==> config.mk <==
export PLATFORM = sky130hd
export DESIGN_NAME = instr_sequencer
export DESIGN_NICKNAME = d
export VERILOG_FILES = /design/src/rtl/seq_pkg.sv /design/src/rtl/instr_fields.sv /design/src/rtl/instr_sequencer.sv
export SDC_FILE = /design/constraint.sdc
export NUM_CORES = 1
export LEC_CHECK = 0
export CAP_MARGIN = 15
export CORE_MARGIN = 3
export CORE_UTILIZATION = 39
export DETAILED_ROUTE_END_ITERATION = 8
export HOLD_SLACK_MARGIN = 0.12
export PLACE_DENSITY = 0.76
export SKIP_LAST_GASP = 1
export SLEW_MARGIN = 5
export SYNTH_ARGS = -nofsm -noshare
export SYNTH_HDL_FRONTEND = slang
export SYNTH_SLANG_ARGS = --single-unit
==> constraint.sdc <==
create_clock -name clk -period 1.8 [get_ports clk]
set_input_delay 0.45 -clock clk [delete_from_list [all_inputs] [get_ports clk]]
set_output_delay 0.45 -clock clk [all_outputs]
set_load 0.03 [all_outputs]
==> src/rtl/seq_pkg.sv <==
// Shared definitions for the instruction sequencer: opcodes, word field layout,
// FSM state encoding and a saturating counter helper.
package seq_pkg;

    localparam logic [7:0] OP_ADD   = 8'h01;
    localparam logic [7:0] OP_SUB   = 8'h02;
    localparam logic [7:0] OP_AND   = 8'h03;
    localparam logic [7:0] OP_OR    = 8'h04;
    localparam logic [7:0] OP_LOAD  = 8'h05;
    localparam logic [7:0] OP_STORE = 8'h06;
    localparam logic [7:0] OP_JMP   = 8'h07;
    localparam logic [7:0] OP_HALT  = 8'hFF;

    localparam int FIELD_W = 8;
    localparam int OPC_LSB = 24;
    localparam int RD_LSB  = 16;
    localparam int RS1_LSB = 8;
    localparam int RS2_LSB = 0;

    typedef enum logic [2:0] {
        S_IDLE,
        S_FETCH,
        S_WAIT,
        S_ISSUE,
        S_HALT
    } seq_state_e;

    function automatic logic [15:0] sat_inc16(input logic [15:0] v);
        return (v == 16'hFFFF) ? v : v + 16'd1;
    endfunction

endpackage

==> src/rtl/instr_fields.sv <==
// Combinational split of a 32-bit instruction word into its four byte fields,
// with flags for the two opcodes the sequencer handles itself.
module instr_fields
    import seq_pkg::*;
(
    input  logic [31:0]        word_i,
    output logic [FIELD_W-1:0] opcode_o,
    output logic [FIELD_W-1:0] rd_o,
    output logic [FIELD_W-1:0] rs1_o,
    output logic [FIELD_W-1:0] rs2_o,
    output logic               is_jmp_o,
    output logic               is_halt_o
);

    assign opcode_o  = word_i[OPC_LSB +: FIELD_W];
    assign rd_o      = word_i[RD_LSB  +: FIELD_W];
    assign rs1_o     = word_i[RS1_LSB +: FIELD_W];
    assign rs2_o     = word_i[RS2_LSB +: FIELD_W];
    assign is_jmp_o  = (opcode_o == OP_JMP);
    assign is_halt_o = (opcode_o == OP_HALT);

endmodule

==> src/rtl/instr_sequencer.sv <==
// Instruction fetch-and-issue unit: fetches words, issues decoded fields over valid/ready.
// Optional macro SEQ_JUMP_EN resolves JMP (opcode 0x07) locally instead of issuing it.
module instr_sequencer
    import seq_pkg::*;
#(
    parameter int              PC_W     = 8,
    parameter logic [PC_W-1:0] RESET_PC = '0
) (
    input  logic            clk,
    input  logic            rst_n,
    input  logic            start,
    output logic            imem_req,
    output logic [PC_W-1:0] imem_addr,
    input  logic [31:0]     imem_rdata,
    input  logic            imem_valid,
    output logic            issue_valid,
    output logic [7:0]      issue_opcode,
    output logic [7:0]      issue_rd,
    output logic [7:0]      issue_rs1,
    output logic [7:0]      issue_rs2,
    input  logic            issue_ready,
    output logic            halted,
    output logic [PC_W-1:0] pc,
    output logic [15:0]     instr_count
);

    seq_state_e      state_q, state_d;
    logic [PC_W-1:0] pc_q, pc_d;
    logic [15:0]     cnt_q, cnt_d;
    logic [7:0]      opc_q, opc_d, rd_q, rd_d, rs1_q, rs1_d, rs2_q, rs2_d;
    logic            req_q, req_d, vld_q, vld_d, halt_q, halt_d;

    logic [7:0] f_opc, f_rd, f_rs1, f_rs2;
    logic       f_is_jmp, f_is_halt;

    instr_fields u_fields (
        .word_i    (imem_rdata),
        .opcode_o  (f_opc),
        .rd_o      (f_rd),
        .rs1_o     (f_rs1),
        .rs2_o     (f_rs2),
        .is_jmp_o  (f_is_jmp),
        .is_halt_o (f_is_halt)
    );

`ifdef SEQ_JUMP_EN
    // Jump target is rs2, truncated or zero-extended to the PC width.
    logic [PC_W-1:0] jmp_tgt;
    generate
        if (PC_W <= 8) begin : g_tgt_trunc
            assign jmp_tgt = f_rs2[PC_W-1:0];
        end else begin : g_tgt_ext
            assign jmp_tgt = {{(PC_W-8){1'b0}}, f_rs2};
        end
    endgenerate
`else
    logic unused_jmp;
    assign unused_jmp = f_is_jmp;
`endif

    always_comb begin
        state_d = state_q;
        pc_d    = pc_q;
        cnt_d   = cnt_q;
        opc_d   = opc_q;
        rd_d    = rd_q;
        rs1_d   = rs1_q;
        rs2_d   = rs2_q;
        case (state_q)
            S_IDLE: begin
                if (start) state_d = S_FETCH;
            end
            S_FETCH: state_d = S_WAIT;
            S_WAIT: begin
                if (imem_valid) begin
                    if (f_is_halt) begin
                        state_d = S_HALT;
`ifdef SEQ_JUMP_EN
                    end else if (f_is_jmp) begin
                        pc_d    = jmp_tgt;
                        state_d = S_FETCH;
`endif
                    end else begin
                        opc_d   = f_opc;
                        rd_d    = f_rd;
                        rs1_d   = f_rs1;
                        rs2_d   = f_rs2;
                        state_d = S_ISSUE;
                    end
                end
            end
            S_ISSUE: begin
                if (issue_ready) begin
                    pc_d    = pc_q + PC_W'(1);
                    cnt_d   = sat_inc16(cnt_q);
                    state_d = S_FETCH;
                end
            end
            S_HALT:  state_d = S_HALT;
            default: state_d = S_IDLE;
        endcase
        // Status outputs are registered copies of the state being entered.
        req_d  = (state_d == S_FETCH);
        vld_d  = (state_d == S_ISSUE);
        halt_d = (state_d == S_HALT);
    end

    always_ff @(posedge clk) begin
        if (!rst_n) begin
            state_q <= S_IDLE;
            pc_q    <= RESET_PC;
            cnt_q   <= '0;
            opc_q   <= '0;
            rd_q    <= '0;
            rs1_q   <= '0;
            rs2_q   <= '0;
            req_q   <= 1'b0;
            vld_q   <= 1'b0;
            halt_q  <= 1'b0;
        end else begin
            state_q <= state_d;
            pc_q    <= pc_d;
            cnt_q   <= cnt_d;
            opc_q   <= opc_d;
            rd_q    <= rd_d;
            rs1_q   <= rs1_d;
            rs2_q   <= rs2_d;
            req_q   <= req_d;
            vld_q   <= vld_d;
            halt_q  <= halt_d;
        end
    end

    assign imem_req     = req_q;
    assign imem_addr    = pc_q;
    assign issue_valid  = vld_q;
    assign issue_opcode = opc_q;
    assign issue_rd     = rd_q;
    assign issue_rs1    = rs1_q;
    assign issue_rs2    = rs2_q;
    assign halted       = halt_q;
    assign pc           = pc_q;
    assign instr_count  = cnt_q;

endmodule

==> flow_summary.ini <==
[placed_design]
dp.cells = 470
pre_cts_slack_ps = -296
dp_hpwl_um = 5100
gp_congestion = 0.856
port_buffers = 103

[synthesis]
synth.largest_area_cell = dfxtp_1
netlist_top_cells_count = dfxtp_1, nor2_1, mux2i_1
synth-seq-area-share_pct = 47.4
ys_top_cells_by_area = dfxtp_1, mux2i_1, nor2_1
synth_nets = 314
synth_top_area_share_pct = 47.4
yosysMostFrequentCell = dfxtp_1
yosys_warnings = 0
synth_edf_count = 0
ys_ff_latch = 62
syn_inst = 275
syn_area_per_cell_um2 = 9.53
async_flop_share_pct = 0
netlist_area_mm2 = 0.00262
synth_cell_types = 39
synth_ff_type = dfxtp_1

[worst_setup_path]
cp.arrival_ps = 1310
max_stage_delay_ps = 660
worst_ep_required_time_ps = 1350
path_max_fanout = 1
crit_path_start = imem_req
cp_cell_sequence = clkdlybuf4s50_1
worst_path_max_delay_cell = clkdlybuf4s50_1
cpLargestDelayFamily = buffers and inverters
criticalPathCategory = reg2out
critical_path_buf_inv_count = 1
r2r_start = instr_count[1]
cp-start-kind = flip-flop
cp-end-kind = output pin

[timing]
finClkSkew_ps = 5.04
hold_ws_ps = 451
tightest_slew_ps = 444
rsz0062_at_grt = false
hold_viol_final = 0
maxSlewHeadroom_pct = 70.3
fmax_mhz = 569
finalSetupViolations = 0
timing.final.ws_setup_ps = 41.6
setup_tns_ps = 0
fin_crit_ps = 1760
slew_violations = 0
fin_crit_sh_pct = 97.7

[route]
ant_nets = 0
viasPerCell = 5.17
routed_wl_um = 7210
drt_iter0_drc = 78
wl_per_cell_um = 14.7
drt_pass1_iterations = 4
route.detailed.drc = 0
vias = 2543

[finish]
regArea_mm2 = 0.00125
instances_no_fill = 492
diodes = 0
layout.nets = 449
multiInputGateArea_mm2 = 0.00125
finish.utilization_pct = 64.9
fillers = 552
area_growth_syn_to_layout_pct = 58.9
drive_gt1_share_pct = 18.3

[clock_tree]
cts_buffers = 9
root_buffer = clkbuf_8
ctsLongestPathBuffers = 2
clk_latency_ps = 340
htree_levels = 3
cts.reportedPaths.clkPinSlew_ps = 70
cts_tree = yes
hold_buffers = 0
clkSinkCount = 62

[hold_path]
min_path_type = reg2reg
hp-start = issue_opcode[0]

[outcome]
outcome = completed

[die]
fp.dieH_um = 88.0
core_area_mm2 = 0.00642
die_area_mm2 = 0.00774
initial_core_util_pct = 40.8
die_w_um = 88.0
io_pins = 104
std_cell_rows = 29

[pwr]
p_per_area_mw_per_mm2 = 757
p_leak_nw = 2.10
ir_drop_uv = 447

[run]
drv_cap = 0

[global_route]
grt_max_degree = 26
antenna_found_initial = 0
track_usage_pct = 19.1
gr-total-overflow = 0
grt_pass1_wl_um = 11400
grt_pass1_vias = 2476
layout make-up:
cell class | count | share of cell area [%]
well taps | 77 | 2.31
inverters | 7 | 0.631
multi-input cells | 183 | 30.1
clock inverters | 4 | 1.68
clock buffers | 12 | 3.48
flip-flops and latches | 62 | 30.1
repair buffers | 147 | 31.8
sequential cells by signal, indices dropped and copies added (netlist names):
name / count
halted: 1
imem_addr: 8
imem_req: 1
instr_count: 16
issue_opcode: 8
issue_rd: 8
issue_rs1: 8
issue_rs2: 8
issue_valid: 1
state_q: 3
final timing paths:
check / to / slack (ps) / cells after the start
worst max-delay path: imem_req / 40 / 1
worst min-delay path: issue_opcode[0] / 450 / 2
worst max register to register: instr_count[13] / 110 / 7
worst min register to register: issue_opcode[0] / 450 / 2
where the power goes:
part	total, mW	internal (mW)	switching [mW]
logic	0.367	0.183	0.184
clock network	1.36	0.814	0.545
registers	1.43	1.41	0.0172
total	3.15	2.41	0.746
what timing repair did:
item                                    CTS  global route
gates cloned                              0             0
resized for setup                        65             8
endpoints found under the setup margin   71             8
pin swaps                                 1             4
buffers inserted                          5             2
cells by family (layout without fill, tap and decap cells):
family                     Yosys count  after routing  synth area share, %
xor gates and xnor gates             8              8                 2.67
AOI/OAI and AO/OA                   41             41                 10.2
buffers and inverters               30            170                 6.54
adders and majority gates            2              2                0.955
DFF                                 62             62                 47.4
and+or+nand+nor                    101            101                 20.4
muxes                               31             31                 11.8
cell usage in the layout (no fill, tap or decap), drive strengths merged, types with 2 or more instances in the layout:
| cell | Yosys | final |
|---|---|---|
| a211oi | 2 | 2 |
| mux2i | 31 | 31 |
| and3 | 6 | 6 |
| inv | 7 | 7 |
| xnor2 | 4 | 4 |
| dlygate4sd2 | 0 | 65 |
| a21oi | 19 | 19 |
| nor3 | 4 | 4 |
| o31ai | 6 | 6 |
| nor2 | 40 | 40 |
| clkinv | 0 | 2 |
| nor4 | 3 | 3 |
| o21ai | 9 | 9 |
| or3 | 6 | 6 |
| nand4 | 10 | 10 |
| bufinv | 0 | 2 |
| clkdlybuf4s50 | 0 | 36 |
| dlymetal6s2s | 0 | 2 |
| nand2b | 3 | 3 |
| ha | 2 | 2 |
| clkbuf | 7 | 12 |
| xor2 | 4 | 4 |
| nand2 | 8 | 8 |
| dfxtp | 62 | 62 |
| buf | 16 | 44 |
| or4 | 6 | 6 |
| nand3 | 8 | 8 |
metal layers:
| metal | global-route usage, % | up-vias | part of all wire (%) |
|---|---|---|---|
| li1 | - | 1239 | - |
| met3 | 8.18 | 15 | 10 |
| met5 | 0 | - | 0 |
| met4 | 8.93 | 0 | 1.6 |
| met2 | 32.1 | 105 | 48 |
| met1 | 20.7 | 1184 | 41 |
through the flow:
| stage | total power [mW] | area [um^2] |
|---|---|---|
| after floorplan | 1.65 | 2630 |
| after global placement | 1.84 | 3950 |
| after detailed placement | 1.84 | 3950 |
| after CTS | 3.18 | 4120 |
| after global routing | 3.26 | 4170 |
| final | 3.15 | 4170 |
Note: power is estimated with default switching activity, not from simulation.
